## src/rtl/mac_dot_seq.sv

```systemverilog
// Sequencer for the mac4 stage: queues operand pairs, clears the accumulator,
// streams `len` pairs into mac4, waits for its pipeline, then returns the sum.
module mac_dot_seq #(
    parameter int WIDTH = 16,
    parameter int DEPTH = 4,
    parameter int LEN_W = 8,
    parameter int DRAIN = 3
) (
    input  logic               clk,
    input  logic               reset,
    input  logic               in_valid,
    output logic               in_ready,
    input  logic [WIDTH/2-1:0] in_a,
    input  logic [WIDTH/2-1:0] in_b,
    input  logic               start,
    input  logic [LEN_W-1:0]   len,
    output logic               busy,
    output logic [WIDTH/2-1:0] mac_a,
    output logic [WIDTH/2-1:0] mac_b,
    output logic               mac_en,
    output logic               mac_clr_n,
    input  logic [WIDTH-1:0]   mac_out,
    output logic               res_valid,
    input  logic               res_ready,
    output logic [WIDTH-1:0]   res_data,
    output logic [2:0]         state_dbg
);
    // Handshakes: a transfer happens on a rising edge where valid and ready
    // are both high; valid is never withdrawn before that edge.
    localparam int HW = WIDTH / 2;
    localparam int AW = $clog2(DEPTH);
    localparam int DW = (DRAIN < 1) ? 1 : $clog2(DRAIN + 1);

    typedef enum logic [2:0] {
        S_IDLE   = 3'd0,
        S_CLEAR  = 3'd1,
        S_STREAM = 3'd2,
        S_DRAIN  = 3'd3,
        S_DONE   = 3'd4,
        S_RESULT = 3'd5
    } state_t;

    state_t           state, state_d;
    logic [HW-1:0]    mem_a [DEPTH];
    logic [HW-1:0]    mem_b [DEPTH];
    logic [AW-1:0]    wr_ptr, rd_ptr;
    logic [AW:0]      count;
    logic             ready_en, full, empty, push, pop;
    logic [LEN_W-1:0] remaining;
    logic [DW-1:0]    drain_cnt;
    logic             last_elem, capture;

    assign full      = (count == (AW+1)'(DEPTH));
    assign empty     = (count == '0);
    // ready_en keeps in_ready low until the first edge after reset release
    assign in_ready  = ready_en & ~full;
    assign push      = in_valid & in_ready;
    assign pop       = mac_en;
    assign last_elem = mac_en && (remaining == LEN_W'(1));
    assign capture   = ((state == S_DRAIN) && (drain_cnt == '0)) || (state == S_DONE);

    always_ff @(posedge clk) begin
        if (push) begin
            mem_a[wr_ptr] <= in_a;
            mem_b[wr_ptr] <= in_b;
        end
    end

    always_ff @(posedge clk or negedge reset) begin
        if (!reset) begin
            wr_ptr   <= '0;
            rd_ptr   <= '0;
            count    <= '0;
            ready_en <= 1'b0;
        end else begin
            ready_en <= 1'b1;
            if (push) wr_ptr <= wr_ptr + AW'(1);
            if (pop)  rd_ptr <= rd_ptr + AW'(1);
            case ({push, pop})
                2'b10:   count <= count + (AW+1)'(1);
                2'b01:   count <= count - (AW+1)'(1);
                default: count <= count;
            endcase
        end
    end

    always_ff @(posedge clk or negedge reset) begin
        if (!reset) state <= S_IDLE;
        else        state <= state_d;
    end

    always_comb begin
        state_d = state;
        case (state)
            S_IDLE:   if (start) state_d = S_CLEAR;
            S_CLEAR:  state_d = (remaining == '0) ? S_DONE : S_STREAM;
            S_STREAM: if (last_elem) state_d = S_DRAIN;
            S_DRAIN:  if (drain_cnt == '0) state_d = S_RESULT;
            S_DONE:   state_d = S_RESULT;
            S_RESULT: if (res_ready) state_d = S_IDLE;
            default:  state_d = S_IDLE;
        endcase
    end

    always_comb begin
        busy      = (state != S_IDLE);
        mac_en    = (state == S_STREAM) && !empty;
        mac_a     = '0;
        mac_b     = '0;
        state_dbg = state;
        if (mac_en) begin
            mac_a = mem_a[rd_ptr];
            mac_b = mem_b[rd_ptr];
        end
    end

    always_ff @(posedge clk or negedge reset) begin
        if (!reset) begin
            remaining <= '0;
            drain_cnt <= '0;
            res_valid <= 1'b0;
            res_data  <= '0;
            mac_clr_n <= 1'b0;
        end else begin
            // clear is registered so mac4 sees a clean low for the whole CLEAR cycle
            mac_clr_n <= (state_d != S_CLEAR);
            if ((state == S_IDLE) && start) remaining <= len;
            else if (mac_en)                remaining <= remaining - LEN_W'(1);
            if (last_elem)                                     drain_cnt <= DW'(DRAIN);
            else if ((state == S_DRAIN) && (drain_cnt != '0))  drain_cnt <= drain_cnt - DW'(1);
            if (capture) begin
                res_data  <= mac_out;
                res_valid <= 1'b1;
            end else if ((state == S_RESULT) && res_ready) begin
                res_valid <= 1'b0;
            end
        end
    end
endmodule

```

## config.mk

```make
export PLATFORM = sky130hd
export DESIGN_NAME = mac_dot_seq
export DESIGN_NICKNAME = d
export VERILOG_FILES = /design/src/rtl/mac_dot_seq.sv
export SDC_FILE = /design/constraint.sdc
export NUM_CORES = 1
export LEC_CHECK = 0
export ABC_AREA = 1
export CAP_MARGIN = 15
export CORE_ASPECT_RATIO = 1.5
export CORE_MARGIN = 1.5
export CORE_UTILIZATION = 52
export DETAILED_ROUTE_END_ITERATION = 7
export PLACE_DENSITY = 0.87
export SYNTH_ARGS = -nofsm -noshare
export SYNTH_HDL_FRONTEND = slang
export SYNTH_SLANG_ARGS = --single-unit
```

## constraint.sdc

```tcl
create_clock -name clk -period 2.25 [get_ports clk]
set_input_delay 0.3375 -clock clk [delete_from_list [all_inputs] [get_ports clk]]
set_output_delay 0.3375 -clock clk [all_outputs]
set_load 0.02 [all_outputs]
```

**Word-level counts from Yosys, hierarchy flattened**

Memory sizes are Yosys's and may differ from the RTL's.
Index checks and enable logic that the tools add are counted.

- Output and inout port bits: 40
- Memories kept: 2
- Bits in registers: 39
- Memory bits (read-only): 0
- Bits in latches: 0
- Logic and storage cells: 66
- Bits in writable memories: 64
- Input bits: 45

- Shifts and indexed selects: 0
- Reduce and logical (&&, ||, !) cells: 18
- Bitwise gates (word level): 3
- Multiply operators: 0
- Magnitude comparators: 0
- $add $sub $neg: 6
- Divide/modulo/power cells: 0
- Multiplexer cells: 17
- Eq/ne operators: 10

Memory list:

| memory | depth | width | read ports | clocked after memory_dff | wr ports | RTL line | RTL |
|---|---|---|---|---|---|---|---|
| mem_a | 4 | 8 | 1 | 0 | 1 | 44 | `logic [HW-1:0] mem_a [DEPTH];` |
| mem_b | 4 | 8 | 1 | 0 | 1 | 45 | `logic [HW-1:0] mem_b [DEPTH];` |

Operator list:

| cell | number |
|---|---|
| 8-bit 2-to-1 mux | 4 |
| 3-bit case mux with 6 select lines | 1 |
| 3-bit 2-to-1 mux | 5 |
| 2-bit nonzero test | 5 |
| 3-bit equality test, second input constant | 3 |
| 8-bit by 1-bit equality test with 1-bit output, second input constant | 1 |
| 8-bit zero test | 1 |
| 8-bit by 1-bit subtractor with 8-bit output, second input constant | 1 |
| 3-bit by 2-bit equality test with 1-bit output, second input constant | 2 |
| 1-bit logical AND | 6 |
| 3-bit zero test | 2 |
| 3-bit case mux with 2 select lines | 1 |
| 2-bit by 1-bit adder with 2-bit output, second input constant | 2 |
| 1-bit 2-to-1 mux | 4 |
| 2-bit 2-to-1 mux | 2 |
| 3-bit by 1-bit adder with 3-bit output, second input constant | 1 |
| 3-bit by 1-bit equality test with 1-bit output, second input constant | 1 |
| 3-bit by 1-bit inequality test with 1-bit output, second input constant | 1 |
| 3-bit nonzero test | 1 |
| 3-bit by 1-bit subtractor with 3-bit output, second input constant | 1 |
| 1-bit AND | 2 |
| 2-bit by 1-bit equality test with 1-bit output, second input constant | 1 |
| 2-bit equality test, second input constant | 1 |
| 2-bit zero test | 1 |
| other kinds (4) | 4 |

**Logic depth before layout (Yosys ltp)**

Gate-level depths: netlist of run 1.

- Word-level depth: 7
- Depth in mapped cells: 10
- Gate-level depth less buffers: 10

**Worst setup path after synthesis of run 1**

OpenSTA, ideal clock, no wires.

- Kind: register -> register
- Start: register count[0]
- End: memory mem_a[0][0] in the netlist's numbering, enable pin
- Path buffers: 0
- Stages on the path, launching flop included: 5
- Required time: 1.861 ns
- Setup time: 0.389 ns
- Path slack: -0.196 ns
- Arrival time: 2.058 ns
- Clock period less this slack: 2.446 ns
- Path through: dfrtp_1 > nor2_1 > a21boi_0 > nand2_1 > nor2_1

- Longest elaborated chain between the ends: 6

Ends and longest elaborated chain:

| what | RTL line | RTL |
|---|---|---|
| start: declaration | 47 | `logic [AW:0] count;` |
| start signal: assignment | 80 | `2'b10: count <= count + (AW+1)'(1);` |
| start signal: assignment | 81 | `2'b01: count <= count - (AW+1)'(1);` |
| start signal: assignment | 82 | `default: count <= count;` |
| 3-bit equality test | 53 | `assign full = (count == (AW+1)'(DEPTH));` |
| 1-bit NOT | 56 | `assign in_ready = ready_en & ~full;` |
| 1-bit AND | 56 |  |
| via in_ready | 12 | `output logic in_ready,` |
| 1-bit AND | 57 | `assign push = in_valid & in_ready;` |
| 1-bit 2-to-1 mux | 63 | `if (push) begin` |
| 1-bit 2-to-1 mux (implied by the code) | 64 | `mem_a[wr_ptr] <= in_a;` |
| end: declaration | 44 |  |

The timed path passes the listed nets, and every way through them passes these cells.

**Final worst setup path of run 1**

- Start: register rd_ptr[0]
- End: output port mac_b[2]

- Longest elaborated chain between the ends: 2

Ends and longest elaborated chain:

| what | RTL line | RTL |
|---|---|---|
| start: declaration | 46 | `logic [AW-1:0] wr_ptr, rd_ptr;` |
| start signal: assignment | 78 | `if (pop) rd_ptr <= rd_ptr + AW'(1);` |
| memory read 4 x 8 bit | n/a |  |
| 8-bit 2-to-1 mux | 111 | `if (mac_en) begin` |
| end: declaration | 19 | `output logic [WIDTH/2-1:0] mac_b,` |

Every way passes these cells.

==> results.toml, run 1 <==
[pwr]
clkPwrFrac = 0.213
p_int_mw = 4.83
power.switching_mw = 3.06
p_leak_nw = 2.46
p_sw_frac = 0.388
power_frac_comb = 0.438
max-vdd-ir-drop_mv = 0.935
p_per_area_nw_per_um2 = 1350
seq_power_share = 0.349

[drt]
finalWirelength_um = 9700
via_per_inst = 5.23
drcViolationCount = 0
wl_per_cell_um = 15.0
drt_iter0_drc = 171
vias = 3387
first_pass_iters = 4
drt.antenna.violating_nets = 0

[sta]
rsz0062_at_grt = "no"
final_hold_viol_count = 0
fmax_ghz = 0.464
fin_ws_ns = 0.0928
drv_slew = 0
setup_violations = 0
finClkSkew_ns = 0.00776
period_minus_slack_ns = 2.16
fin_crit_sh = 0.959

[synth]
syn_nets = 492
syn_area_um2 = 4450
synth_compound_area_frac = 0.0801
syn-instance-count = 437
synth.ff_latch_count = 103
synth_top_family_by_area = "simple AND/OR/NAND/NOR gates"
synthMuxAreaShare = 0
netlist-cell-type-count = 29
synthAdderAreaFrac = 0.0298
yosys_warnings = 0
synth_xor_area_frac = 0.0118
synth_simple_gate_area_share = 0.181
avgSynthCellArea_um2 = 10.2
yosysSeqAreaShare = 0.651

[floorplanning]
core_um2 = 8360
dieArea_um2 = 9140
row_count = 41
die_h_um = 116
fp.dieW_um = 78.5
start_util = 0.532
ioPinCount = 85

[finish]
drive_above_1_share = 0.0852
most-common-layout-cells = "92 x nand2_1, 86 x nor2_1, 66 x clkdlybuf4s50_1"
area_growth_pct = 30.8
nets = 590
antenna_cells = 0
layout_commonest_cell = "nand2_1"
design_area_um2 = 5820

[cts]
cts_sinks = 103
cts_tree = "done"
cts_buffer_depth = 2
cts_buffers = 9
cts_root_buf = "clkbuf_16"
htreeDepth = 3
clk_pin_slew_ns = 0.07
insertion_delay_ns = 0.34

[worst_setup_path]
path_class = "reg -> out"
ff2ff_setup_slack_ns = 0.17
critPathLaunchType = "flip-flop"
crit_path_frequent_cell = "nor2_1"
crit_chain = "buf_4 -> nor2_1 -> nor2_1 -> o21ai_0 -> a21oi_1 -> clkdlybuf4s15_1"
reg2regPathDepth = 9
crit_buf_inv = 2
timing.rr.start = "state_dbg[0]$_DFF_PN0_"
critPathArrivalTime_ns = 1.82
endpoint_kind = "output pin"
timing.rr.end = "count[2]$_DFFE_PN0P_"
cp_top_family = "buffers and inverters"
required_ns = 1.91
slowest_stage = "dfrtp_1"
critPathMaxStageDelay_ns = 0.43
critPathMaxFanout = 14

[grt]
grtUsageMet1 = 0.233
grt.busiest_layer = "met2"
grt_pass1_wl_um = 15600
grt_pass1_vias = 3443
overflow = 0
grt_max_degree = 34
grt.met2_usage = 0.436
grt.total_usage = 0.227
grt_use_met3 = 0.0594
antenna_found_initial = 0

[worst_hold_path]
holdPathStages = 2
min_path_type = "reg -> reg"
whs_endpoint = "res_data[7]$_DFFE_PN0P_"
worstHoldStart = "res_data[7]$_DFFE_PN0P_"

[placement]
place_ws_ns = 0.145
placedInstanceArea_um2 = 5480
port_buffers = 84
gp_congestion = 0.941
hpwl_um = 6430

[run]
cap_violations = 0

[run_status]
status = "complete, no violations"
how the worst max path moves through the flow:
stage | from | end | cells past startpoint
floorplan | count[0]$_DFFE_PN0P_ | mem_a[0][0]$_DFFE_PP_ | 4
global placement | state_dbg[0]$_DFF_PN0_ | count[2]$_DFFE_PN0P_ | 9
detailed placement | rd_ptr[1]$_DFFE_PN0P_ | mac_a[3] | 5
CTS | state_dbg[0]$_DFF_PN0_ | mac_a[3] | 5
global route | state_dbg[0]$_DFF_PN0_ | count[2]$_DFFE_PN0P_ | 9
finish | rd_ptr[0]$_DFFE_PN0P_ | mac_b[2] | 6
routing by layer:
metal	vias to the layer above	part of all wire	wire length [µm]
li1	1628	-	-
met1	1612	0.38	3640
met2	134	0.54	5250
met3	13	0.065	635
met4	0	0.018	174
met5	-	0	0
power groups by stage:
stage / clock (mW) / combinational, mW / sequential (mW)
2_1_floorplan: 0 / 1.92 / 2.94
3_3_place_gp: 0 / 3.31 / 2.75
3_5_place_dp: 0 / 3.46 / 2.76
4_1_cts: 1.71 / 3.46 / 2.75
5_1_grt: 1.79 / 3.83 / 2.80
6_report: 1.68 / 3.46 / 2.75
synth_stat cells:
| library cell | number | area, µm² |
|---|---|---|
| nand4_1 | 1 | 6.26 |
| edfxtp_1 | 64 | 1920 |
| o211ai_1 | 1 | 7.51 |
| nand2_2 | 1 | 6.26 |
| buf_2 | 7 | 35.0 |
| clkbuf_1 | 6 | 22.5 |
| nor3_1 | 1 | 5.00 |
| a21oi_1 | 20 | 100 |
| nand2_1 | 92 | 345 |
| buf_4 | 2 | 15.0 |
| nor2_1 | 86 | 323 |
| buf_6 | 1 | 11.3 |
| inv_1 | 30 | 113 |
| nand3_2 | 1 | 10.0 |
| conb_1 | 1 | 3.75 |
| o21ai_0 | 39 | 195 |
| inv_2 | 2 | 7.51 |
| o21bai_1 | 2 | 15.0 |
| or2_2 | 2 | 12.5 |
| o21ai_1 | 3 | 15.0 |
| nor2_4 | 1 | 11.3 |
| o21ai_4 | 1 | 16.3 |
| ha_1 | 9 | 113 |
| dfrtp_1 | 39 | 976 |
| nand3_1 | 17 | 85.1 |
| xor2_1 | 5 | 43.8 |
| fa_1 | 1 | 20.0 |
| a21boi_0 | 1 | 7.51 |
| xnor2_1 | 1 | 8.76 |
sequential cells by signal, summed over array words and instances, names as in the netlist:
| name | cells |
|---|---|
| mem_a | 32 |
| mem_b | 32 |
| res_data | 16 |
| remaining | 8 |
| count | 3 |
| state_dbg | 3 |
| drain_cnt | 2 |
| rd_ptr | 2 |
| wr_ptr | 2 |
| mac_clr_n | 1 |
| ready_en | 1 |
| res_valid | 1 |
stage by stage:
step                setup TNS [ns]  hold WS (ns)   util  power, mW  instances
finish                           0         0.476  0.697       7.89        647
global route                     0         0.491  0.697       8.43        647
CTS                              0         0.475  0.697       7.92        647
detailed placement               0         0.316  0.655       6.22        629
global placement                 0         0.310  0.655       6.06        629
floorplan                   -12.56        0.0419      -       4.87        437
area by class of cell:
cell class                 count  area (µm²)
clock buffer                   9         225
clock inverter                 7         104
fill                         620        2540
inverter                      32         126
multi-input combinational    286        1350
sequential                   103        2900
tap                          107         134
timing repair buffer         103         987
worst min-delay path: stages (launching register included):
cell and delay, ns:
dfrtp_1 0.35, nand2_1 0.05, nand2_1 0.04
kinds of logic after synthesis:
family,count (synthesis)
other,1
adders and majority gates,10
AOI/OAI and AO/OA,67
buffers and inverters,48
DFF,103
xor gates and xnor gates,6
and+or+nand+nor,202
timing repair:
item / 4_1_cts / 5_1_grt
buffers inserted: 1 / 0
hold buffers: 1 / 0
resized for setup: 20 / 9
setup endpoints to repair: 17 / 7
hold endpoints to repair: 39 / 0
No activity file was read; power rests on OpenSTA's default activity.
==> run 2, diff against run 1 <==
- TNS_END_PERCENT: default -> 5
==> results.toml, run 2 (same netlist as run 1, synthesis figures left out) <==
[sta]
fmax_ghz = 0.462
final_hold_viol_count = 0
period_minus_slack_ns = 2.16
tns_ns = 0
setup_violations = 0
finClkSkew_ns = 0.00588
drv_slew = 0
fin_crit_sh = 0.962

[floorplanning]
ioPinCount = 85
start_util = 0.532
fp.dieW_um = 78.5
core_um2 = 8360
row_count = 41
die_h_um = 116
dieArea_um2 = 9140

[worst_setup_path]
crit_chain = "clkinvlp_4 -> buf_4 -> nor2_1 -> o21ai_0 -> a21oi_1 -> clkbuf_2"
endpoint_kind = "output pin"
slowest_stage = "dfrtp_1"
critPathMaxFanout = 9
critPathArrivalTime_ns = 1.83
critPathMaxStageDelay_ns = 0.43
crit_buf_inv = 3
required_ns = 1.91
cp_top_family = "buffers and inverters"
path_class = "reg -> out"
critPathLaunchType = "flip-flop"

[pwr]
finalPower_mw = 7.87
p_sw_frac = 0.389
max-vdd-ir-drop_mv = 0.935
power_frac_comb = 0.437
p_per_area_nw_per_um2 = 1360
seq_power_share = 0.349
p_int_mw = 4.81
p_leak_nw = 2.49
power.switching_mw = 3.06
clkPwrFrac = 0.214

[placement]
gp_congestion = 0.941
hpwl_um = 6430
port_buffers = 84
placedInstanceArea_um2 = 5480
dp.cells = 629

[finish]
drive_above_1_share = 0.105
layout.cells.non_filler = 649
antenna_cells = 0
most-common-layout-cells = "92 x nand2_1, 86 x nor2_1, 66 x clkdlybuf4s50_1"
nets = 592
fillers = 612
largestRegisters = "mem_a x32, mem_b x32, res_data x16"
design_area_um2 = 5800
area_growth_pct = 30.2
layout_commonest_cell = "nand2_1"

[grt]
antenna_found_initial = 0
grt_max_degree = 34
grt_pass1_wl_um = 15500
overflow = 0
grt_pass1_vias = 3429
grt.total_usage = 0.226

[cts]
cts_sinks = 103
cts_buffer_depth = 2
htreeDepth = 3
clk_pin_slew_ns = 0.07
insertion_delay_ns = 0.35
cts_buffers = 9
cts_tree = "done"
cts_root_buf = "clkbuf_16"

[drt]
finalWirelength_um = 9810
vias = 3388
via_per_inst = 5.22
drt.antenna.violating_nets = 0
drt_iter0_drc = 232
drcViolationCount = 0
first_pass_iters = 4
wl_per_cell_um = 15.1

[run]
cap_violations = 0

[worst_hold_path]
min_path_type = "in -> async"

[run_status]
status = "complete, no violations"
[run 2: final timing paths]
| check | start | to | slack (ns) | cells after the start |
|---|---|---|---|---|
| max | rd_ptr[1]$_DFFE_PN0P_ | mac_b[2] | 0.09 | 6 |
| min | reset | remaining[2]$_DFFE_PN0P_ | 0.48 | 3 |
| max reg2reg | state_dbg[0]$_DFF_PN0_ | count[2]$_DFFE_PN0P_ | 0.18 | 9 |
| min reg2reg | res_data[7]$_DFFE_PN0P_ | res_data[7]$_DFFE_PN0P_ | 0.48 | 2 |
| max in group asynchronous | reset | count[1]$_DFFE_PN0P_ | 1.50 | 3 |
| min in group clk | res_data[7]$_DFFE_PN0P_ | res_data[7]$_DFFE_PN0P_ | 0.48 | 2 |
[run 2: worst register-to-register path, delay by kind of cell, from the launching register on]
kind,cells,cell delay [ns]
buffers and inverters,2,0.25
AND/OR/NAND/NOR,2,0.35
AO/OA/AOI/OAI,2,0.25
flip-flops,1,0.41
XOR/XNOR,1,0.16
adder cells (fa/ha/maj),2,0.54
[run 2: what timing repair did]
| item | CTS | global route |
|---|---|---|
| hold buffers | 1 | 0 |
| setup endpoints to repair | 17 | 16 |
| resized for setup | 16 | 26 |
| hold endpoints to repair | 39 | 0 |
| setup buffers | 0 | 3 |
| pin swaps | 0 | 0 |
[run 2: power groups by stage]
stage	logic [mW]	registers, mW	clock network [mW]
global placement	3.31	2.75	0
detailed placement	3.46	2.76	0
global route	3.81	2.80	1.80
floorplan	1.92	2.94	0
finish	3.44	2.75	1.68
CTS	3.43	2.74	1.71
[run 2: through the flow]
step                setup WS [ns]   util  hold WS [ns]
floorplan                  -0.196      -        0.0419
global placement            0.230  0.655         0.310
detailed placement          0.145  0.655         0.316
CTS                        -0.208  0.694         0.475
global route              -0.0133  0.693         0.488
finish                     0.0862  0.693         0.476
[run 2: final cells by class]
cell class,instances,area [µm²],area share
Sequential cell,103,2900,0.500
Multi-Input combinational cell,286,1350,0.233
Timing Repair Buffer,105,961,0.166
Clock buffer,9,225,0.0388
Tap cell,107,134,0.0231
Inverter,32,126,0.0218
Clock inverter,7,104,0.0179
[run 2: metal layers]
metal  up-vias  wire length, µm  GRT usage
li1       1632                -          -
met1      1607             3510      0.232
met2       132             5360      0.432
met3        17              723     0.0586
met4         0              215     0.0905
met5         -                0          0
==> run 3, diff against run 2 <==
- SLEW_MARGIN: default -> 25
==> results of run 3 <==
No change in the layout: final DEF, timing and power equal those of run 2.
==> variant 1 (flow settings as in run 2) <==
Set the parameter `DRAIN` to 2 (it was 3).
--- a/src/rtl/mac_dot_seq.sv
+++ b/src/rtl/mac_dot_seq.sv
@@ -5,5 +5,5 @@
     parameter int DEPTH = 4,
     parameter int LEN_W = 8,
-    parameter int DRAIN = 3
+    parameter int DRAIN = 2
 ) (
     input  logic               clk,
Formal check against the unedited RTL: not equivalent (Yosys sat finds a counterexample within 10 cycles, from zero or initial values and one cycle with reset low).
==> variant 1 against run 2 <==
- global-route usage decreased by 0.74 points
- largest power group unchanged
- area after synthesis increased by 0.22%
- critical path type unchanged
- total power decreased by 0.97%
- final area decreased by 0.54%
- setup slack improved by 9.9 ps
- sequential cell count unchanged
- wire length decreased by 5.7%
==> variant 1: results (changes against run 2) <==
stage,metric,value,unit,change
outcome,status,finished clean,,
grt,Total GRT Usage,21.9,%,-0.74 points
power_and_ir_drop,switching part of the total power,39.2,%,+0.35 points
grt,global-route wire length before repair,15300,microns,-1.8%
clocking,Worst-Skew Late Latency,340,ps,
synth,fraction of the yosys area taken by sequential cells,64.9,%,-0.15 points
setup_path,CP max-delay cell,dfrtp_1,,
grt,largest net degree at the start of global routing,40,,+18%
setup_path,Setup crit end,mac_b[4],,
detailed_routing,Initial DRC Count,176,,-24%
placed_design,PortBufs,84,,unchanged
sta,clk_skew,7.79,ps,+1.91 ps
grt,met3 Use GR,6.09,%,+0.23 points
final_layout,Diodes inserted,0,,unchanged
synth,Area contributors post-synth,"edfxtp_1 (43%), dfrtp_1 (22%), nand2_1 (7.6%), nor2_1 (7.0%), o21ai_0 (4.5%)",,
setup_path,crit-path max FO,12,,+3
power_and_ir_drop,LEAKAGE,2.45,nW,-1.4%
clocking,CTS max path bufs,2,,unchanged
final_layout,share of post-route cells with drive strength above 1,8.55,%,-2.0 points
detailed_routing,DR vias/cell,5.22,,about the same
grt,met2 Usage GRT,39.3,%,-3.9 points
final_layout,# nets final,588,,-0.68%
placed_design,DPL Wire Length,6250,microns,-2.7%
detailed_routing,Routed WL,9250,microns,-5.7%
power_and_ir_drop,Peak VDD IR,0.951,mV,+1.8%
placed_design,Placer Congestion,0.855,,-9.1%
setup_path,Worst R2R Start,state_dbg[2]$_DFF_PN0_,,
clocking,CTS Buf Count,9,,unchanged
grt,met1 usage,24.8,%,+1.6 points
setup_path,"slowest stage delay, CP",460,ps,+30 ps
synth,most instantiated cells after synthesis,"nand2_1 (90), nor2_1 (83), edfxtp_1 (64)",,
grt,vias in the first global route,3391,,-1.1%
placed_design,DP Area,5450,sq um,-0.50%
synth,YS warnings,0,,unchanged
variant 1: changes by cell type in the layout (fill, tap and decap cells not counted), moves of 3 or more:
cell and change:
nor2_1 -3, dlymetal6s2s_1 -3, dlygate4sd2_1 +14, inv_6 +3
buf_4 -3, clkbuf_2 -11
variant 1: how the worst min path moves through the flow:
stage / startpoint / to / slack, ps
floorplan: reset / count[0]$_DFFE_PN0P_ / 40
global placement: res_data[3]$_DFFE_PN0P_ / res_data[3]$_DFFE_PN0P_ / 450
detailed placement: res_data[3]$_DFFE_PN0P_ / res_data[3]$_DFFE_PN0P_ / 460
CTS: reset / res_data[6]$_DFFE_PN0P_ / 130
global route: reset / res_data[12]$_DFFE_PN0P_ / 180
finish: reset / res_data[12]$_DFFE_PN0P_ / 100
variant 1: power groups by stage:
stage | Clock [W] | Combinational (W) | Sequential (W)
floorplan | 0 | 0.00201 | 0.00295
global placement | 0 | 0.00336 | 0.00277
detailed placement | 0 | 0.00350 | 0.00279
CTS | 0.00159 | 0.00348 | 0.00278
global route | 0.00167 | 0.00385 | 0.00283
finish | 0.00157 | 0.00344 | 0.00278
variant 1: critical path, delay by kind of cell (launching register included):
kind / cells / cell delay [ps]
buf+inv: 2 / 570
flops: 1 / 460
simple gates: 2 / 280
compound gates: 1 / 170
variant 1: area by class of cell:
cell class / count / area (sq um)
Clock buffer: 10 / 239
Clock inverter: 6 / 65.1
Fill cell: 634 / 2590
Inverter: 33 / 130
Multi-Input combinational cell: 286 / 1360
Sequential cell: 103 / 2900
Tap cell: 107 / 134
Timing Repair Buffer: 100 / 938
variant 1: kinds of logic after synthesis:
kind of cell | Yosys count | synth area share (%)
buffers and inverters | 48 | 4.54
AO/OA/AOI/OAI | 67 | 7.94
other | 1 | 0.0840
flip-flops | 103 | 64.9
XOR/XNOR | 5 | 0.981
adder cells (fa/ha/maj) | 10 | 2.97
AND/OR/NAND/NOR | 203 | 18.5
variant 1: repair_timing:
| item | CTS | global route |
|---|---|---|
| buffers inserted | 3 | 0 |
| endpoints found under the setup margin | 17 | 4 |
| gates resized for setup | 20 | 1 |
| gates cloned | 0 | 0 |
| hold buffers | 0 | 0 |
variant 1: through the flow:
step	setup TNS, ps	instances	worst slack, ps	hold slack [ps]	power [W]
finish	0	645	96.1	103	0.00779
detailed placement	0	626	143	462	0.00630
floorplan	-13570	437	-210	41.9	0.00496
CTS	0	645	85.2	134	0.00784
global route	0	645	13.7	184	0.00835
global placement	0	626	187	453	0.00613
variant 1: metal layers:
metal / wire length (microns) / vias to the layer above
met2: 4770 / 130
met4: 179 / 0
li1: - / 1633
met3: 728 / 17
met5: 0 / -
met1: 3580 / 1584
==> variant 2 (flow settings as in run 2) <==
Without the edit above. Register the output `state_dbg`; this adds one clock of latency there. The other outputs are not delayed to match.
--- a/src/rtl/mac_dot_seq.sv
+++ b/src/rtl/mac_dot_seq.sv
@@ -40,4 +40,6 @@
         S_RESULT = 3'd5
     } state_t;
+
+    logic [2:0] state_dbg_d;
 
     state_t           state, state_d;
@@ -108,5 +110,5 @@
         mac_a     = '0;
         mac_b     = '0;
-        state_dbg = state;
+        state_dbg_d = state;
         if (mac_en) begin
             mac_a = mem_a[rd_ptr];
@@ -137,4 +139,8 @@
         end
     end
+    always_ff @(posedge clk) begin
+        state_dbg <= state_dbg_d;
+    end
+
 endmodule
 
Function: changed (Yosys sat finds a counterexample within 4 cycles, from zero or initial values and one cycle with reset low).
==> variant 2 against run 2 <==
- cell count stayed put
- sequential share of layout area up 0.67 points
- largest cell class unchanged
- area after synthesis up 1.3%
- sequential power is 4% higher
- final area increased by 0.76%
- wire length rose by 1.6%
- total power is 0.26% lower
- setup slack improved by 7.4 ps
- critical endpoint is now mac_a[2]
- sequential cell count up 3
==> variant 2: results (changes against run 2) <==
stage,metric,value,unit,change
outcome,status,finished clean,,
synth,fraction of synthesized area in multiplexers,0,%,unchanged
synth,YS warnings,0,,unchanged
placed_design,Placer Congestion,0.884,,-6.1%
clocking,root buf cell,clkbuf_16,,
worst_hold_path,Hold Path Class,in2async,,
synth,Yosys cell types,30,,+3.4%
final_layout,share of post-route cells with drive strength above 1,8.67,%,-1.8 points
detailed_routing,Initial DRC Count,201,,-13%
clocking,clock slew at reported path FFs,70,ps,about the same
synth,Post-Synth XOR/XNOR Area,1.16,%,-0.016 points
grt,initial antenna violation count,0,,unchanged
setup_path,CP max-delay cell,dfrtp_1,,
grt,global-route wire length before repair,16400,microns,+5.3%
final_layout,Largest regs,"mem_a: 32 flops, mem_b: 32 flops, res_data: 16 flops",,
grt,largest net degree at the start of global routing,40,,+18%
clocking,CTS max path bufs,2,,unchanged
grt,met3 Use GR,5.43,%,-0.43 points
synth,most instantiated cells after synthesis,"nand2_1 (92), nor2_1 (86), edfxtp_1 (64)",,
sta,clk_skew,8.96,ps,+3.08 ps
setup_path,CP arrival,1820,ps,
sta,Worst Tran Pin Value,862,ps,
detailed_routing,DRT Pass-1 Iters,4,,unchanged
placed_design,DPL Wire Length,6680,microns,+4.0%
setup_path,"delay-heaviest family, CP",buffers and inverters,,
grt,vias in the first global route,3555,,+3.7%
power_and_ir_drop,LEAKAGE,2.47,nW,-0.49%
placed_design,PortBufs,84,,unchanged
final_layout,# fillers,613,,+0.16%
setup_path,"slowest stage delay, CP",430,ps,about the same
synth,"EDFF count, synth",64,,unchanged
grt,met2 Usage GRT,41.9,%,-1.3 points
synth,ys async rst share,36.8,%,-1.1 points
synth,Adder-Cell Fraction of Synth Area,2.94,%,-0.040 points
setup_path,crit-path max FO,14,,+5
grt,Total GRT Usage,23.2,%,+0.58 points
synth,fraction of the yosys area taken by sequential cells,65.6,%,+0.46 points
synth,Synth Flop Type,edfxtp_1,,
synth,Area contributors post-synth,"edfxtp_1 (43%), dfrtp_1 (22%), nand2_1 (7.7%), nor2_1 (7.2%), o21ai_0 (4.3%)",,
clocking,Worst-Skew Late Latency,340,ps,
final_layout,Diodes inserted,0,,unchanged
clocking,CTS H-Tree Depth,3,,unchanged
power_and_ir_drop,Peak VDD IR,0.766,mV,-18%
clocking,CTS Buf Count,9,,unchanged
synth,compound-gate portion of the synthesized area,7.90,%,-0.11 points
grt,met1 usage,26.5,%,+3.3 points
final_layout,# nets final,592,,unchanged
synth,Synthesized Nets,495,,+0.61%
detailed_routing,Routed WL,9970,microns,+1.6%
## variant 2: worst register-to-register path: stages (launching register included)
cell     delay (ps)
dfrtp_1         430
nor2_4          190
nand3_4         160
inv_2           120
ha_1            150
inv_1            70
fa_1            370
a21oi_1         150
o21ai_0         120
xor2_1          160
## variant 2: routing by layer
metal  up-vias  wire length (microns)
li1       1640                      -
met1      1586                   3950
met2       145                   5150
met3        17                    675
met4         0                    190
met5         -                      0
## variant 2: worst paths after layout
path                                          from  depth (start not counted)                  endpoint  slack, ps
hold / removal                               reset                          1  res_data[14]$_DFFE_PN0P_        110
setup / recovery                state[0]$_DFF_PN0_                          5                  mac_a[2]         90
min in group clk           res_data[4]$_DFFE_PN0P_                          2   res_data[4]$_DFFE_PN0P_        480
hold reg to reg            res_data[4]$_DFFE_PN0P_                          2   res_data[4]$_DFFE_PN0P_        480
max in group asynchronous                    reset                          1     rd_ptr[0]$_DFFE_PN0P_       1550
setup reg to reg                state[0]$_DFF_PN0_                          9      count[2]$_DFFE_PN0P_        210
## variant 2: repair_timing
item | 4_1_cts | 5_1_grt
gates cloned | 0 | 0
endpoints found under the setup margin | 18 | 2
buffers inserted | 1 | 0
pin swaps | 0 | 0
resized for setup | 25 | 3
## variant 2: cells by family after synthesis
logic type | count (synthesis)
and+or+nand+nor | 202
other | 1
adders and majority gates | 10
DFF | 106
AOI/OAI and AO/OA | 67
buffers and inverters | 48
xor gates and xnor gates | 6
## variant 2: final cells by class
class	count	share of cell area, %
Tap cell	107	2.29
Clock inverter	7	0.878
Sequential cell	106	50.7
Clock buffer	9	3.86
Multi-Input combinational cell	286	23.3
Timing Repair Buffer	102	16.8
Inverter	32	2.16
## variant 2: report_power, final
part	total, W	switching, W	internal (W)	leakage, nW
registers	0.00286	0.000300	0.00256	1.07
clock network	0.00146	0.000700	0.000759	0.134
logic	0.00353	0.00213	0.00140	1.26
total	0.00785	0.00313	0.00472	2.47
## variant 2: through the flow
stage | setup WS [ps] | instances | instance area, sq um | hold slack [ps]
floorplan | -196 | 440 | 4510 | 41.9
global placement | 82.0 | 632 | 5540 | 453
detailed placement | -14.7 | 632 | 5540 | 461
CTS | 36.4 | 649 | 5850 | 134
global route | 4.87 | 649 | 5840 | 174
finish | 93.5 | 649 | 5840 | 105
